File: src/rtl/mp_sequencer.sv
// mp_sequencer: single-issue fetch/issue sequencer.
// Walks FETCH -> WAIT -> ISSUE per instruction, redirects on taken branches
// and stops on EBREAK, an external halt request, a retire limit or a
// misaligned branch target.
// Optional build macro SEQ_WATCHDOG_EN: adds a fetch-response watchdog that
// halts with err=1 after 16 silent WAIT cycles.
module mp_sequencer #(
    parameter logic [31:0] RESET_PC  = 32'h0000_0000,
    parameter logic [31:0] MAX_INSTR = 32'd0
) (
    input  logic        clk,
    input  logic        rst,
    input  logic        start,
    input  logic        halt_req,
    output logic        imem_req_valid,
    input  logic        imem_req_ready,
    output logic [31:0] imem_addr,
    input  logic        imem_rsp_valid,
    input  logic [31:0] imem_rsp_data,
    output logic        instr_valid,
    input  logic        instr_ready,
    output logic [31:0] instr_o,
    output logic [31:0] pc_o,
    input  logic        branch_taken,
    input  logic [31:0] branch_target,
    output logic        busy,
    output logic        halted,
    output logic        err,
    output logic [31:0] retire_cnt
);

    localparam logic [31:0] EBREAK = 32'h0010_0073;

    typedef enum logic [2:0] {
        S_IDLE,
        S_FETCH,
        S_WAIT,
        S_ISSUE,
        S_HALT
    } state_t;

    state_t      state, state_next;
    logic [31:0] pc;
    logic [31:0] instr_q;
    logic [31:0] retire_q;
    logic [31:0] retire_inc;
    logic        err_q;
    logic        halt_pend;
    logic        pend_now;
    logic        wd_expire;
    logic        do_start;
    logic        do_capture;
    logic        do_issue;
    logic        set_err;

`ifdef SEQ_WATCHDOG_EN
    logic [4:0] wd_cnt;

    // Count consecutive silent WAIT cycles; held at zero outside WAIT so it starts fresh on entry.
    always_ff @(posedge clk) begin
        if (rst || state != S_WAIT) begin
            wd_cnt <= '0;
        end else if (!imem_rsp_valid) begin
            wd_cnt <= wd_cnt + 5'd1;
        end
    end

    // Sixteenth consecutive WAIT cycle without a response.
    assign wd_expire = (state == S_WAIT) && !imem_rsp_valid && (wd_cnt == 5'd15);
`else
    assign wd_expire = 1'b0;
`endif

    assign retire_inc = retire_q + 32'd1;
    // A request arriving this cycle counts as pending, so a WAIT response in
    // the same cycle as halt_req is already discarded.
    assign pend_now   = halt_pend | halt_req;

    // Next-state decode plus one-cycle strobes that steer the datapath registers.
    always_comb begin
        // NOTE: every output of this block gets a default first so no path leaves one unassigned (no latch).
        state_next = state;
        do_start   = 1'b0;
        do_capture = 1'b0;
        do_issue   = 1'b0;
        set_err    = 1'b0;
        case (state)
            S_IDLE, S_HALT: begin
                if (start) begin
                    state_next = S_FETCH;
                    do_start   = 1'b1;
                end
            end
            S_FETCH: begin
                if (halt_pend) begin
                    state_next = S_HALT;
                end else if (imem_req_ready) begin
                    state_next = S_WAIT;
                end
            end
            S_WAIT: begin
                if (imem_rsp_valid) begin
                    if (pend_now) begin
                        state_next = S_HALT;
                    end else begin
                        state_next = S_ISSUE;
                        do_capture = 1'b1;
                    end
                end else if (wd_expire) begin
                    state_next = S_HALT;
                    set_err    = 1'b1;
                end
            end
            S_ISSUE: begin
                if (instr_ready) begin
                    do_issue = 1'b1;
                    if (branch_taken && (branch_target[1:0] != 2'b00)) begin
                        state_next = S_HALT;
                        set_err    = 1'b1;
                    end else if ((instr_q == EBREAK) || pend_now ||
                                 ((MAX_INSTR != 32'd0) && (retire_inc == MAX_INSTR))) begin
                        state_next = S_HALT;
                    end else begin
                        state_next = S_FETCH;
                    end
                end
            end
            default: state_next = S_IDLE;
        endcase
    end

    // State, pc, captured instruction, retire count, error and halt-pending registers.
    always_ff @(posedge clk) begin
        // NOTE: sequential state uses non-blocking assignments so every register samples pre-edge values.
        if (rst) begin
            state     <= S_IDLE;
            pc        <= RESET_PC;
            retire_q  <= 32'd0;
            instr_q   <= 32'd0;
            err_q     <= 1'b0;
            halt_pend <= 1'b0;
        end else begin
            state <= state_next;
            if (do_start) begin
                pc       <= RESET_PC;
                retire_q <= 32'd0;
                err_q    <= 1'b0;
            end
            if (do_capture) begin
                instr_q <= imem_rsp_data;
            end
            if (do_issue) begin
                retire_q <= retire_inc;
                pc       <= branch_taken ? branch_target : pc + 32'd4;
            end
            if (set_err) begin
                err_q <= 1'b1;
            end
            if (state_next == S_HALT) begin
                halt_pend <= 1'b0;
            end else if (busy && halt_req) begin
                halt_pend <= 1'b1;
            end
        end
    end

    // A pending halt withdraws the fetch request so FETCH can leave without a handshake.
    assign imem_req_valid = (state == S_FETCH) && !halt_pend;
    assign imem_addr      = pc;
    assign instr_valid    = (state == S_ISSUE);
    assign instr_o        = instr_q;
    assign pc_o           = pc;
    assign busy           = (state == S_FETCH) || (state == S_WAIT) || (state == S_ISSUE);
    assign halted         = (state == S_HALT);
    assign err            = err_q;
    assign retire_cnt     = retire_q;

endmodule

File: config.mk
export PLATFORM = sky130hd
export DESIGN_NAME = mp_sequencer
export DESIGN_NICKNAME = d
export VERILOG_FILES = /design/src/rtl/mp_sequencer.sv
export SDC_FILE = /design/constraint.sdc
export NUM_CORES = 1
export LEC_CHECK = 0
export BUFFER_PORTS_ARGS = -buffer_cell sky130_fd_sc_hd__buf_2
export CELL_PAD_IN_SITES_DETAIL_PLACEMENT = 0
export CELL_PAD_IN_SITES_GLOBAL_PLACEMENT = 1
export CORE_MARGIN = 2
export CORE_UTILIZATION = 32
export DETAILED_ROUTE_END_ITERATION = 10
export HOLD_SLACK_MARGIN = 0.12
export PLACE_DENSITY = 0.8
export SLEW_MARGIN = 20
export SYNTH_ARGS = -nofsm -noshare
export SYNTH_HDL_FRONTEND = slang
export SYNTH_SLANG_ARGS = --single-unit
export TNS_END_PERCENT = 1
File: constraint.sdc
create_clock -name clk -period 2.09 [get_ports clk]
set_clock_uncertainty 0.1 [all_clocks]
set_input_delay 0.209 -clock clk [delete_from_list [all_inputs] [get_ports clk]]
set_output_delay 0.209 -clock clk [all_outputs]
set_load 0.01 [all_outputs]
==> impl_metrics.json, run 1 <==
{
  "detailed_place_hpwl_um": 14300,
  "grt-ovfl-total": 0,
  "drt-initial-drc-count": 471,
  "leakage_uw": 0.00348,
  "num_antenna_cells": 0,
  "post_route_cells_drive_above_1_share_pct": 33.3,
  "pwr-share-clk_pct": 43.7,
  "synth_ff_type": "sky130_fd_sc_hd__dfxtp_1",
  "synth.distinct_cells": 68,
  "layout_common_cells": "sky130_fd_sc_hd__buf_2 (203), sky130_fd_sc_hd__nand2_1 (117), sky130_fd_sc_hd__dfxtp_1 (101)",
  "nNetsFinal": 1050,
  "grt_max_degree": 34,
  "power_frac_seq_pct": 45.7,
  "synth-seq-cells": 101,
  "fillCellCount": 1739,
  "cts_sinks": 101,
  "setup_violations": 0,
  "wire_length_of_the_first_global_routing_pass_um": 31200,
  "ctsRootBufferMaster": "sky130_fd_sc_hd__clkbuf_16",
  "dpl-instance-area_um2": 7110,
  "tns_setup_ps": 0,
  "core_area_um2": 17400,
  "max-vdd-ir-drop_v": 0.000393,
  "htree_levels": 3,
  "postRouteAntennaNets": 0,
  "placer_s_final_routability_congestion_estimate": 0.839,
  "power.switching_uw": 1040,
  "final_util_pct": 45.8,
  "i_o_pins": 205,
  "cellPowerDensity_nw_per_um2": 537,
  "number_of_enable_flip_flop_cells_after_synthesis": 0,
  "worst-endpoint-arrival_ps": 1710,
  "synth_area_per_cell_um2": 7.83,
  "rsz0062_at_grt": "false",
  "netlist_instances": 728,
  "p_sw_share_pct": 24.4,
  "cts_max_path_buffers": 2,
  "cts_buffers": 9,
  "critPathRequiredTime_ps": 1780,
  "outcome": "finished clean",
  "postLayoutCellArea_um2": 7950,
  "cellInternalPower_uw": 3230,
  "netlist_area_um2": 5700,
  "floorplan.initialDensity_pct": 32.8,
  "synthesis_warning_total": 0,
  "min_period_over_period_pct": 96.5,
  "die_h_um": 137,
  "port-buffer-count": 204,
  "routedWlPerCell_um": 16.5,
  "mappedNetlistNets": 802,
  "hold_viol": 0,
  "fmax_ghz": 0.496,
  "timing_max_transition_violations_final": 0,
  "fin_total_pwr_uw": 4270,
  "design.die.area_um2": 18900,
  "clk_pin_slew_ps": 70,
  "max_cap_check_violation_count": 0,
  "cts_tree": "yes",
  "grt_pass1_vias": 6023,
  "max_slew_margin_pct": 62.0,
  "hp-class": "input pin to flop",
  "tightest_slew_ps": 569,
  "route.vias.total": 6454,
  "grtUsageTotal_pct": 20.9,
  "worstSetupPathType": "flop to primary output",
  "numPlacedInstances": 1142,
  "async_reset_ff_share_pct": 0,
  "ys_seq_area_share_pct": 35.5,
  "period_needed_ps": 2020,
  "power.combinational.fraction_pct": 10.6,
  "critical_path.max_fanout": 8,
  "grt_antenna_before_repair": 2,
  "insertion_delay_ps": 350,
  "crit_path_end_kind": "primary output",
  "worst_setup_path_start_kind": "flop",
  "layoutNonFillerInstCount": 1206,
  "row_count": 48,
  "die_x_um": 137,
  "areaGrowthSynthToFinish_pct": 39.4,
  "post_detailed_route_drc_marker_count": 0,
  "mostFrequentLayoutCell": "sky130_fd_sc_hd__buf_2",
  "vias_per_cell": 5.35,
  "drt-pass1-iter-count": 5,
  "wl_um": 19900
}
==> synthesized netlist by cell type, drive strengths merged (3+ instances only) <==
cell type / n / area [um2]
a31oi: 5 / 31.3
nand3b: 3 / 22.5
a311oi: 4 / 35.0
mux2: 9 / 101
o311ai: 12 / 105
buf: 42 / 295
nand3: 36 / 185
nor2b: 5 / 31.3
mux2i: 11 / 110
nand4b: 5 / 58.8
clkbuf: 44 / 166
o2111ai: 5 / 43.8
or4: 12 / 93.8
a21o: 9 / 67.6
or3: 3 / 18.8
o21ai: 19 / 95.1
nand2: 117 / 439
nor2: 35 / 131
o41ai: 3 / 26.3
and2: 5 / 31.3
nor4: 25 / 169
nor3b: 5 / 37.5
o31ai: 3 / 22.5
and3: 16 / 100
o211ai: 12 / 90.1
a22oi: 11 / 82.6
dfxtp: 101 / 2020
inv: 12 / 45.0
nor3: 21 / 110
nor4b: 4 / 35.0
nand4: 25 / 178
or2: 9 / 56.3
and4: 9 / 78.8
o21a: 3 / 22.5
a21oi: 56 / 280
==> power groups by stage <==
| stage | Combinational [uW] | Clock (uW) | Sequential, uW |
|---|---|---|---|
| 2_1_floorplan | 190 | 0 | 2000 |
| 3_3_place_gp | 376 | 0 | 1990 |
| 3_5_place_dp | 376 | 0 | 1990 |
| 4_1_cts | 447 | 1910 | 1950 |
| 5_1_grt | 494 | 1990 | 1950 |
| 6_report | 453 | 1870 | 1950 |
==> path summary, 6_finish.rpt <==
path                                       start        endpoint  slack [ps]  cells past startpoint
worst max-delay path                    state[2]  imem_req_valid          70                      5
worst min register to register       instr_o[20]     instr_o[20]         370                      2
worst max register to register          state[0]  retire_cnt[27]          70                      4
worst min-delay path            branch_target[7]    imem_addr[7]         130                      5
==> area by class of cell <==
cell class,instances,area [um2],share of cell area (%)
inverters,13,48.8,0.614
flip-flops and latches,101,2020,25.4
clock inverters,5,82.6,1.04
multi-input cells,528,3210,40.4
clock buffers,11,243,3.05
repair buffers,323,2060,25.9
well taps,225,282,3.54
==> worst max-delay path, cell delays in order (launching register included) <==
cell	delay [ps]
sky130_fd_sc_hd__dfxtp_1	310
sky130_fd_sc_hd__buf_4	150
sky130_fd_sc_hd__nand2b_1	170
sky130_fd_sc_hd__buf_4	170
sky130_fd_sc_hd__nor3_1	350
sky130_fd_sc_hd__buf_2	220
==> sequential cells by signal, indices dropped and copies added (netlist names) <==
register,cells
halt_pend,1
imem_addr,32
err,1
retire_cnt,32
instr_o,32
state,3
==> through the flow <==
step / hold slack [ps] / setup slack (ps)
6_report: 131 / 72.8
4_1_cts: 121 / 71.8
3_3_place_gp: 349 / 91.9
3_5_place_dp: 354 / 25.6
5_1_grt: 137 / 0.0149
2_1_floorplan: 216 / 53.9
==> repair_timing <==
action	CTS	global route
pin swaps	0	1
resized for setup	1	7
endpoints found under the setup margin	1	13
hold buffers	48	0
gates cloned	0	0
endpoints found under the hold margin	49	0
setup buffers	0	0
==> metal layers <==
metal | global-route usage [%] | vias to the layer above | wire, um
met5 | 0 | - | 21
met4 | 5.44 | 4 | 273
met3 | 5.89 | 24 | 1710
met2 | 33.7 | 289 | 9160
met1 | 27.5 | 2987 | 8740
li1 | - | 3150 | -
==> cell families after synthesis <==
family | Yosys count | synth area share (%)
AOI/OAI and AO/OA | 158 | 18.2
DFF | 101 | 35.5
xor gates and xnor gates | 4 | 0.615
adders and majority gates | 2 | 0.439
and+or+nand+nor | 344 | 32.6
muxes | 20 | 3.71
buffers and inverters | 99 | 8.96
No activity file was read; power rests on OpenSTA's default activity.
==> run 2, diff against run 1 <==
CORE_ASPECT_RATIO = 1.4   (was default)
==> run 2 against run 1 <==
Largest power group unchanged. Sequential cell count did not move. Critical path type is now flop to flop. Via count barely moved. Critical path depth fell by 1. Routed wire length rose by 0.39%. Final area rose by 0.72%. Sequential share of layout area fell by 0.18 points. Power fell by 1.9%. Hold slack barely moved. Largest cell class unchanged. Fmax rose by 3.2%. Global-route usage rose by 0.16 points. Highest routed layer is now met4. Clock-buffer cell count fell by 1. Utilization rose by 0.21 points.
==> impl_metrics.json, run 2 (synthesis results as in run 1) <==
{
  "die_h_um": 162,
  "worst_setup_path_start_kind": "flop",
  "placer_s_final_routability_congestion_estimate": 0.847,
  "leakage_uw": 0.00351,
  "port-buffer-count": 204,
  "nNetsFinal": 1059,
  "setup_violations": 0,
  "postRouteAntennaNets": 0,
  "grt-ovfl-total": 0,
  "grt_pass1_vias": 6078,
  "hp-class": "input pin to flop",
  "cts_tree": "yes",
  "route.vias.total": 6457,
  "critical_path.max_fanout": 7,
  "max_slew_margin_pct": 45.7,
  "design.die.area_um2": 18900,
  "critPathRequiredTime_ps": 2240,
  "row_count": 57,
  "grtUsageTotal_pct": 21.1,
  "cts_max_path_buffers": 2,
  "max_cap_check_violation_count": 0,
  "rsz0062_at_grt": "false",
  "worst-endpoint-arrival_ps": 2100,
  "ctsRootBufferMaster": "sky130_fd_sc_hd__clkbuf_16",
  "period_needed_ps": 1950,
  "clk_pin_slew_ps": 80,
  "cellPowerDensity_nw_per_um2": 523,
  "wire_length_of_the_first_global_routing_pass_um": 31600,
  "num_antenna_cells": 0,
  "layout_common_cells": "sky130_fd_sc_hd__buf_2 (203), sky130_fd_sc_hd__nand2_1 (117), sky130_fd_sc_hd__dfxtp_1 (101)",
  "grt_max_degree": 45,
  "max-vdd-ir-drop_v": 0.000402,
  "tightest_slew_ps": 811,
  "vias_per_cell": 5.27,
  "fillCellCount": 1780,
  "outcome": "finished clean",
  "die_x_um": 117,
  "multiInputGateArea_um2": 3200,
  "post_route_cells_drive_above_1_share_pct": 33.7,
  "grt_antenna_before_repair": 0,
  "detailed_place_hpwl_um": 14400,
  "crit_path_end_kind": "flop",
  "post_detailed_route_drc_marker_count": 0,
  "min_period_over_period_pct": 93.5,
  "cts_sinks": 101,
  "mostFrequentLayoutCell": "sky130_fd_sc_hd__buf_2",
  "routedWlPerCell_um": 16.3,
  "insertion_delay_ps": 350,
  "areaGrowthSynthToFinish_pct": 40.4,
  "timing_max_transition_violations_final": 0,
  "i_o_pins": 205,
  "tns_setup_ps": 0,
  "final_util_pct": 46.0,
  "drt-initial-drc-count": 385,
  "worstSetupPathType": "flop to flop",
  "core_area_um2": 17400,
  "hold_viol": 0,
  "drt-pass1-iter-count": 5,
  "floorplan.initialDensity_pct": 32.8,
  "htree_levels": 3,
  "cts_buffers": 9,
  "area.sequential_um2": 2020,
  "cts_post_setup_buffers_inserted": 0,
  "fmax_ghz": 0.512,
  "wl_um": 20000
}
[run 2: cell types whose count changed in the layout (fill, tap and decap cells not counted), sizes merged]
cell	delta
dlygate4sd3	+1
bufinv	-1
clkbuf	-1
inv	+3
clkinv	-1
buf	+8
[run 2: path summary, 6_finish.rpt]
check / from / endpoint / slack [ps] / depth (start not counted)
max: state[1] / retire_cnt[27] / 140 / 4
min: instr_ready / state[0] / 130 / 3
max reg2reg: state[1] / retire_cnt[27] / 140 / 4
min reg2reg: err / err / 360 / 2
[run 2: timing repair]
action                                  4_1_cts  5_1_grt
hold buffers                                 49        0
endpoints found under the hold margin        49        0
gates resized for setup                       0        6
endpoints found under the setup margin        0        7
[run 2: metal layers]
layer / track usage, % / wire length [um]
met4: 8.56 / 483
met5: 0 / 0
met2: 36.6 / 10200
met3: 3.36 / 1070
met1: 25.5 / 8220
[run 2: through the flow]
stage | hold WS [ps] | cell area (um2) | power, uW | std cells | worst slack [ps]
after detailed placement | 354 | 7180 | 2380 | 1161 | 49.5
after floorplan | 216 | 5700 | 2190 | 728 | 53.9
final | 130 | 8000 | 4190 | 1226 | 136
after global routing | 130 | 8000 | 4360 | 1226 | 21.4
after CTS | 120 | 7980 | 4240 | 1226 | 30.7
after global placement | 346 | 7180 | 2380 | 1161 | 86.8
[run 2: cell type report]
cell class                      count  share of cell area, %
Clock buffer                       10                   2.86
Clock inverter                      6                  0.954
Tap cell                          236                   3.69
Sequential cell                   101                   25.3
Multi-Input combinational cell    528                   40.0
Timing Repair Buffer              332                   26.6
Inverter                           13                  0.610
[run 2: critical path, cell delays in order (launching register included)]
cell	delay [ps]
sky130_fd_sc_hd__dfxtp_1	420
sky130_fd_sc_hd__nand4b_4	140
sky130_fd_sc_hd__or4_4	600
sky130_fd_sc_hd__nor3_1	230
sky130_fd_sc_hd__mux2_2	360
[run 2: power by group]
part	switching, uW	internal, uW	total [uW]
Combinational	248	212	460
Sequential	13.6	1940	1950
Clock	825	955	1780
Total	1090	3100	4190
